--- src/rtl/lsu_pkg.sv ---
// Shared definitions for the load/store unit.
//   - funct3 encodings of the supported access widths
//   - FSM state encoding (3 bits)
//   - is_misaligned(): alignment/legality rule shared by the FSM (on the
//     incoming request) and lsu_align (on the latched request)
package lsu_pkg;

    localparam logic [2:0] F3_B  = 3'b000;
    localparam logic [2:0] F3_H  = 3'b001;
    localparam logic [2:0] F3_W  = 3'b010;
    localparam logic [2:0] F3_BU = 3'b100;
    localparam logic [2:0] F3_HU = 3'b101;

    typedef enum logic [2:0] {
        IDLE   = 3'd0,
        RD     = 3'd1,
        RMW_RD = 3'd2,
        WR     = 3'd3,
        RESP   = 3'd4
    } lsu_state_t;

    // Unsupported encodings (011, 110, 111) are reported as misaligned so
    // they never touch memory.
    function automatic logic is_misaligned(input logic [2:0] funct3,
                                           input logic [1:0] addr_lo);
        logic w_mis;
        case (funct3)
            F3_B, F3_BU: w_mis = 1'b0;
            F3_H, F3_HU: w_mis = addr_lo[0];
            F3_W:        w_mis = |addr_lo;
            default:     w_mis = 1'b1;
        endcase
        return w_mis;
    endfunction

endpackage

--- src/rtl/lsu_align.sv ---
// Combinational lane logic for the load/store unit.
// Ports:
//   i_funct3      access width / signedness
//   i_addr_lo     byte offset within the word
//   i_word        word read from memory (load source, or old word for RMW)
//   i_wdata       store data from the core (low byte/half used for sb/sh)
//   o_store_word  word to write back: i_wdata for sw, merged word for sb/sh
//   o_load_data   sign/zero-extended load result
//   o_misal       misaligned or unsupported access
module lsu_align
    import lsu_pkg::*;
(
    input  logic [2:0]  i_funct3,
    input  logic [1:0]  i_addr_lo,
    input  logic [31:0] i_word,
    input  logic [31:0] i_wdata,
    output logic [31:0] o_store_word,
    output logic [31:0] o_load_data,
    output logic        o_misal
);

    logic [7:0]  w_byte;
    logic [15:0] w_half;

    // NOTE: every output of a combinational block gets a default before any
    // branch, otherwise an unassigned path infers a latch.
    always_comb begin
        w_byte       = i_word[{i_addr_lo, 3'b000} +: 8];
        w_half       = i_addr_lo[1] ? i_word[31:16] : i_word[15:0];
        o_load_data  = 32'h0;
        o_store_word = i_wdata;

        case (i_funct3)
            F3_B:    o_load_data = {{24{w_byte[7]}}, w_byte};
            F3_H:    o_load_data = {{16{w_half[15]}}, w_half};
            F3_W:    o_load_data = i_word;
            F3_BU:   o_load_data = {24'h0, w_byte};
            F3_HU:   o_load_data = {16'h0, w_half};
            default: o_load_data = 32'h0;
        endcase

        // Store width comes from funct3[1:0]; sub-word stores keep the
        // untouched lanes of the old word.
        case (i_funct3[1:0])
            2'b00: begin
                o_store_word = i_word;
                o_store_word[{i_addr_lo, 3'b000} +: 8] = i_wdata[7:0];
            end
            2'b01: begin
                o_store_word = i_word;
                o_store_word[{i_addr_lo[1], 4'b0000} +: 16] = i_wdata[15:0];
            end
            default: o_store_word = i_wdata;
        endcase

        o_misal = is_misaligned(i_funct3, i_addr_lo);
    end

endmodule

--- src/rtl/load_store_unit.sv ---
// Load/store sequencer in front of a word-wide DataMem.
// Accepts one byte-addressed request at a time, performs a read, a write or a
// read-modify-write on DataMem, and returns a one-cycle response.
// Ports:
//   clk, rst_n                  clock, async active-low reset
//   req_valid/req_ready         request handshake (ready only in IDLE)
//   req_we/req_funct3/req_addr/req_wdata   request fields
//   resp_valid/resp_rdata/resp_misal       one-cycle response
//   mem_read/mem_write/mem_addr/mem_wdata  DataMem word port controls
//   mem_rdata                   DataMem read data (combinational)
module load_store_unit
    import lsu_pkg::*;
#(
    parameter int MEM_AW = 6,
    parameter int ADDR_W = MEM_AW + 2
) (
    input  logic              clk,
    input  logic              rst_n,
    input  logic              req_valid,
    output logic              req_ready,
    input  logic              req_we,
    input  logic [2:0]        req_funct3,
    input  logic [ADDR_W-1:0] req_addr,
    input  logic [31:0]       req_wdata,
    output logic              resp_valid,
    output logic [31:0]       resp_rdata,
    output logic              resp_misal,
    output logic              mem_read,
    output logic              mem_write,
    output logic [MEM_AW-1:0] mem_addr,
    output logic [31:0]       mem_wdata,
    input  logic [31:0]       mem_rdata
);

    lsu_state_t        r_state;
    lsu_state_t        w_next_state;
    logic              r_we;
    logic [2:0]        r_funct3;
    logic [ADDR_W-1:0] r_addr;
    logic [31:0]       r_wdata;
    logic [31:0]       r_data;

    logic [31:0]       w_store_word;
    logic [31:0]       w_load_data;
    logic              w_misal;

    lsu_align u_align (
        .i_funct3     (r_funct3),
        .i_addr_lo    (r_addr[1:0]),
        .i_word       (r_data),
        .i_wdata      (r_wdata),
        .o_store_word (w_store_word),
        .o_load_data  (w_load_data),
        .o_misal      (w_misal)
    );

    // Word address always comes from the latched request, so it is stable
    // for the whole busy window.
    assign mem_addr = r_addr[ADDR_W-1:2];

    // NOTE: sequential state uses non-blocking assignments so every register
    // samples pre-edge values regardless of statement order. The request and
    // data registers are cleared on reset so no stale word can reach memory.
    always_ff @(posedge clk or negedge rst_n) begin
        if (!rst_n) begin
            r_state  <= IDLE;
            r_we     <= 1'b0;
            r_funct3 <= 3'b000;
            r_addr   <= '0;
            r_wdata  <= 32'h0;
            r_data   <= 32'h0;
        end else begin
            r_state <= w_next_state;
            if (r_state == IDLE && req_valid) begin
                r_we     <= req_we;
                r_funct3 <= req_funct3;
                r_addr   <= req_addr;
                r_wdata  <= req_wdata;
            end
            if (r_state == RD || r_state == RMW_RD) begin
                r_data <= mem_rdata;
            end
        end
    end

    always_comb begin
        w_next_state = r_state;
        req_ready    = 1'b0;
        resp_valid   = 1'b0;
        resp_rdata   = 32'h0;
        resp_misal   = 1'b0;
        mem_read     = 1'b0;
        mem_write    = 1'b0;
        mem_wdata    = 32'h0;

        unique case (r_state)
            IDLE: begin
                req_ready = 1'b1;
                if (req_valid) begin
                    // Alignment is judged on the incoming request so the
                    // error path skips memory entirely.
                    if (is_misaligned(req_funct3, req_addr[1:0])) begin
                        w_next_state = RESP;
                    end else if (!req_we) begin
                        w_next_state = RD;
                    end else if (req_funct3[1:0] == F3_W[1:0]) begin
                        w_next_state = WR;
                    end else begin
                        w_next_state = RMW_RD;
                    end
                end
            end
            RD: begin
                mem_read     = 1'b1;
                w_next_state = RESP;
            end
            RMW_RD: begin
                mem_read     = 1'b1;
                w_next_state = WR;
            end
            WR: begin
                mem_write    = 1'b1;
                mem_wdata    = w_store_word;
                w_next_state = RESP;
            end
            RESP: begin
                resp_valid = 1'b1;
                resp_misal = w_misal;
                if (!r_we && !w_misal) begin
                    resp_rdata = w_load_data;
                end
                w_next_state = IDLE;
            end
            default: w_next_state = IDLE;
        endcase
    end

endmodule
--- config.mk ---
export PLATFORM = sky130hd
export DESIGN_NAME = load_store_unit
export DESIGN_NICKNAME = d
export VERILOG_FILES = /design/src/rtl/lsu_pkg.sv /design/src/rtl/lsu_align.sv /design/src/rtl/load_store_unit.sv
export SDC_FILE = /design/constraint.sdc
export NUM_CORES = 1
export LEC_CHECK = 0
export ABC_AREA = 1
export CORE_ASPECT_RATIO = 1.5
export CORE_UTILIZATION = 58
export CTS_CLUSTER_SIZE = 24
export DETAILED_ROUTE_END_ITERATION = 8
export DONT_BUFFER_PORTS = 1
export GPL_ROUTABILITY_DRIVEN = 0
export HOLD_SLACK_MARGIN = 0.1
export PLACE_DENSITY_LB_ADDON = 0.12
export SYNTH_ARGS = -nofsm -noshare
export SYNTH_HDL_FRONTEND = slang
export SYNTH_SLANG_ARGS = --single-unit
--- constraint.sdc ---
create_clock -name clk -period 2.1 [get_ports clk]
set_input_delay 0.42 -clock clk [delete_from_list [all_inputs] [get_ports clk]]
set_output_delay 0.42 -clock clk [all_outputs]
set_load 0.01 [all_outputs]
Word level (Yosys, flattened, before mapping)
Index checks and enable logic that the tools add are counted.
- word-level logic and storage cells: 67
- register bits: 79
- input bits: 79
- output and inout port bits: 75
- eq/ne operators: 15
- mux-type cells: 22
- shift-type cells: 5
- add/sub/neg operators: 2
- reductions and logical operators: 17
- operators by type and width (cell ; number):
    32-bit one-hot mux with 5 select lines ; 1
    32-bit two-way mux ; 3
    32-bit bitwise mux ; 2
    32-bit one-hot mux with 2 select lines ; 1
    16-bit by 7-bit variable shift with 32-bit output (first input constant) ; 1
    8-bit by 7-bit variable shift with 32-bit output (first input constant) ; 1
    16-bit by 7-bit variable part select with 32-bit output ; 1
    32-bit by 6-bit variable part select with 8-bit output ; 1
    8-bit by 7-bit variable part select with 32-bit output ; 1
    16-bit two-way mux ; 1
    2-bit OR reduction ; 8
    3-bit == test (second input constant) ; 5
    5-bit negator with 7-bit output ; 2
    3-bit by 2-bit == test with 1-bit output (second input constant) ; 4
    3-bit by 1-bit == test with 1-bit output (second input constant) ; 3
    3-bit zero test ; 3
    3-bit one-hot mux with 3 select lines ; 1
    1-bit two-way mux ; 8
    3-bit two-way mux ; 2
    1-bit one-hot mux with 3 select lines ; 2
    2-bit by 1-bit == test with 1-bit output (second input constant) ; 1
    2-bit == test (second input constant) ; 1
    1-bit logical AND ; 2
    1-bit zero test ; 2
    4 further kinds ; 4

Logic depth before layout (Yosys ltp)
- depth in word-level cells: 8
- mapped depth: 12
- depth with buffers taken out: 9

Cells and area by module
Synthesis repeated with hierarchy kept, for this count alone.
- cell total of the unflattened synthesis: 937
- area, all modules: 5944.5 sq um
- by module, submodules not included (module ; seq. area each (sq um) ; times used ; cells each ; area each (sq um)):
    load_store_unit ; 1976.9 ; 1 ; 504 ; 3933.8
    lsu_align ; 0.0 ; 1 ; 433 ; 2010.7

Worst setup path before layout
No wires, ideal clock.
- kind: reg-to-output
- start point: reg r_addr[1]
- end point: out mem_wdata[0]
- data required time: 1.680 ns
- path slack: -0.182 ns
- data arrival time: 1.862 ns
- path buffers: 3
- cell stages (with the launch flop): 11
- path through: dfrtp_1 > buf_2 > inv_2 > buf_2 > ha_1 > clkbuf_1 > inv_1 > nand3_1 > nand2_1 > nand3_1 > a21oi_1
- cells in the longest elaborated chain, start to end: 5
- elaborated cells between the ends (all ways): 10
- classes of those cells: add/sub (2); shift (4); mux (4)
- RTL lines (element ; line ; text):
    start, declared ; load_store_unit.sv:39 ; logic [ADDR_W-1:0] r_addr;
    start signal, assigned ; load_store_unit.sv:77 ; r_addr <= req_addr;
    5-bit negator with 7-bit output, on equally long branches ; lsu_align.sv:51, lsu_align.sv:47 ;
    16-bit by 7-bit variable part select with 32-bit output (tied with other cells) ; lsu_align.sv:51 ; o_store_word[{i_addr_lo[1], 4'b0000} +: 16] = i_wdata[15:0];
    32-bit bitwise mux, on equally long branches ; lsu_align.sv:51, lsu_align.sv:47 ;
    32-bit one-hot mux with 2 select lines (*) ; lsu_align.sv:44 ; case (i_funct3[1:0])
    32-bit two-way mux (*) ; load_store_unit.sv:96 ; unique case (r_state)
    end, declared ; load_store_unit.sv:31 ; output logic [31:0] mem_wdata,
Every way passes the cells marked *; elsewhere a longest branch is shown, timed or not.

Worst setup path in the final report
- start point: reg r_addr[0]
- end point: out mem_wdata[25]
- cells in the longest elaborated chain, start to end: 5
- elaborated cells between the ends (all ways): 6
- classes of those cells: add/sub (1); shift (2); mux (3)
- RTL lines (element ; line ; text):
    5-bit negator with 7-bit output (*) ; lsu_align.sv:47 ; o_store_word[{i_addr_lo, 3'b000} +: 8] = i_wdata[7:0];
    8-bit by 7-bit variable part select with 32-bit output / 8-bit by 7-bit variable shift with 32-bit output (equally long branches) ; lsu_align.sv:47 ;
    32-bit bitwise mux (*) ; lsu_align.sv:47 ;
    32-bit one-hot mux with 2 select lines (*) ; lsu_align.sv:44 ;
    32-bit two-way mux (*) ; load_store_unit.sv:96 ;
Marked as above.

==> impl_metrics.env <==
export IMPL_status="finished, violations left"
export IMPL_violations="hold timing, setup timing"
export IMPL_p_int_w=0.00568
export IMPL_worstMarginPinSlew_ns=0.600
export IMPL_postRouteAntennaNets=0
export IMPL_syn_area_per_cell_um2=6.41
export IMPL_peakVddDrop_uv=1120
export IMPL_via_per_inst=6.31
export IMPL_gr_total_overflow=0
export IMPL_synth_cell_type_count=28
export IMPL_hold_viol=79
export IMPL_grt_max_degree=80
export IMPL_htree_levels=3
export IMPL_rsz0062_at_grt="true"
export IMPL_worstPathArrival_ns=1.90
export IMPL_clock_root_buffer="clkbuf_16"
export IMPL_dp_hpwl_um=12300
export IMPL_seqCellArea_mm2=0.00198
export IMPL_final_area_mm2=0.00682
export IMPL_clkLatencyLatePin_ns=0.34
export IMPL_utilization_pct=73.7
export IMPL_seqPwrFrac_pct=25.1
export IMPL_critPathKind="flip-flop to output port"
export IMPL_fillers=723
export IMPL_power_frac_comb_pct=63.4
export IMPL_wl_per_cell_um=19.3
export IMPL_cts_max_path_buffers=2
export IMPL_cp_max_fo=8
export IMPL_initial_utilization_pct=59.6
export IMPL_yosysWarnings=0
export IMPL_synthCells=860
export IMPL_setup_viol=64
export IMPL_cap_violations=0
export IMPL_final_common_cell="nand2_1"
export IMPL_synth_top_cell_area_share_pct=35.9
export IMPL_relSlewSlack_pct=60.0
export IMPL_vias=6211
export IMPL_firstDrtPassIters=6
export IMPL_synth_area_mm2=0.00551
export IMPL_grt_pass1_vias=5232
export IMPL_multi_input_area_mm2=0.00346
export IMPL_clock_sinks=79
export IMPL_grt_pass1_wl_um=25600
export IMPL_ys_ff_latch=79
export IMPL_final_cell_mix="nand2_1 (239), inv_1 (78), dfrtp_1 (76)"
export IMPL_hp_class="input port to asynchronous set/reset pin"
export IMPL_coreArea_mm2=0.00925
export IMPL_grt_usage_pct=34.2
export IMPL_drive_gt1_share_pct=23.3
export IMPL_cts_buffers=9
export IMPL_drv_slew=0
export IMPL_syn_num_nets=944
export IMPL_rrSetupSlack_ns=0.38
export IMPL_die_area_mm2=0.00991
export IMPL_tns_ns=-9.83
export IMPL_drc=0
export IMPL_nets=953
export IMPL_synth_largest_area_cell="dfrtp_1"
export IMPL_start_kind="flip-flop"
export IMPL_syn2layout_area_growth_pct=23.8
export IMPL_dpl_cell_area_mm2=0.00570
export IMPL_wirelength_um=19000
export IMPL_dieHeight_um=121
export IMPL_cellPowerDensity_mw_per_mm2=1810
export IMPL_fin_crit_sh_pct=111
export IMPL_antenna_found_initial=0
export IMPL_num_rows=43
export IMPL_port_buffers=0
export IMPL_p_sw_w=0.00664
export IMPL_hold_ws_ns=-0.233
export IMPL_clk_pin_slew_worst_paths_ns=0.06
export IMPL_seq_area_frac_synth_pct=35.9
export IMPL_power_leakage_nw=3.18
export IMPL_cp_required_ns=1.68
export IMPL_netSwitchingFraction_pct=53.9
export IMPL_finalClockSkew_ns=0.00520
export IMPL_critPathCaptureType="output port"
export IMPL_synth_area_top_cells="dfrtp_1 (36%), nand2_1 (17%), a21oi_1 (9.2%)"
export IMPL_drt_initial_drc_count=801
export IMPL_clockPowerShare_pct=11.5
export IMPL_antenna_cells=0
export IMPL_cts_tree="yes"
export IMPL_dieWidth_um=81.6
export IMPL_io_pins=154
export IMPL_min_period_ns=2.32
export IMPL_layout_setup_ws_ns=-0.221
export IMPL_fmax_mhz=431
==> timing repair <==
item,4_1_cts,5_1_grt
endpoints found under the setup margin,64,65
cloned,0,5
buffers inserted,3,10
gates resized for setup,82,103
endpoints found under the hold margin,79,79
pin swaps,11,23
==> logic make-up (layout without fill, tap and decap cells) <==
group,count (synthesis),count (layout),share of synthesized area [%]
fa+ha+maj,5,5,1.13
flops,79,79,35.9
compound gates,187,187,17.1
simple gates,429,430,33.1
buf+inv,160,172,12.8
==> metal layers <==
metal  vias up  wire length (um)  GRT usage, %
met2       466              9030          54.6
met1      2836              6740          42.4
li1       2781                 -             -
met4         0              1340          19.6
met3       128              1930          6.62
met5         -                 0             0
==> worst max-delay path, cell delays in order (launching register included) <==
cell     delay [ns]
dfrtp_1        0.44
inv_4          0.09
ha_4           0.19
inv_4          0.07
buf_6          0.14
nand3_2        0.08
o21ai_1        0.19
nand2_1        0.09
a21oi_2        0.14
buf_4          0.13
==> final timing paths <==
path / start / endpoint / cells after the start
setup reg to reg: r_state[2] / r_data[29] / 6
hold reg to reg: r_wdata[29] / r_wdata[29] / 2
setup / recovery: r_addr[0] / mem_wdata[25] / 9
max in group asynchronous: rst_n / r_addr[1] / 0
hold / removal: rst_n / r_data[19] / 0
min in group clk: mem_rdata[22] / r_data[22] / 2
==> cells in the mapped netlist (all sizes together) <==
cell type,n
a21oi,102
and2,2
and3,7
buf,48
clkbuf,8
clkinv,7
dfrtp,79
ha,5
inv,97
nand2,251
nand3,64
nand4,25
nor2,80
o21ai,85
==> layout make-up <==
| cell class | instances | area share (%) |
|---|---|---|
| clock buffer | 11 | 3.56 |
| clock inverter | 4 | 0.330 |
| inverter | 104 | 6.09 |
| multi-input combinational | 622 | 50.8 |
| sequential | 79 | 29.0 |
| tap | 112 | 2.05 |
| timing repair buffer | 53 | 8.18 |
==> per-stage QoR <==
step | total power [W] | cells | setup WS (ns)
after CTS | 0.0108 | 970 | -0.160
after global routing | 0.0131 | 985 | -0.280
final | 0.0123 | 985 | -0.221
after floorplan | 0.00736 | 860 | 0.0162
after detailed placement | 0.00886 | 952 | 0.0757
after global placement | 0.00867 | 952 | 0.122
==> power by group through the flow <==
stage	registers (W)	logic (W)	clock network, W
6_report	0.00310	0.00781	0.00142
3_3_place_gp	0.00298	0.00569	0
2_1_floorplan	0.00268	0.00468	0
4_1_cts	0.00300	0.00637	0.00142
5_1_grt	0.00316	0.00844	0.00149
3_5_place_dp	0.00299	0.00587	0
==> flip-flops by register name (all words and copies together) (netlist names) <==
register	count
r_wdata	32
r_we	1
r_state	3
r_data	32
r_addr	8
r_funct3	3
Note: power is estimated with default switching activity, not from simulation.
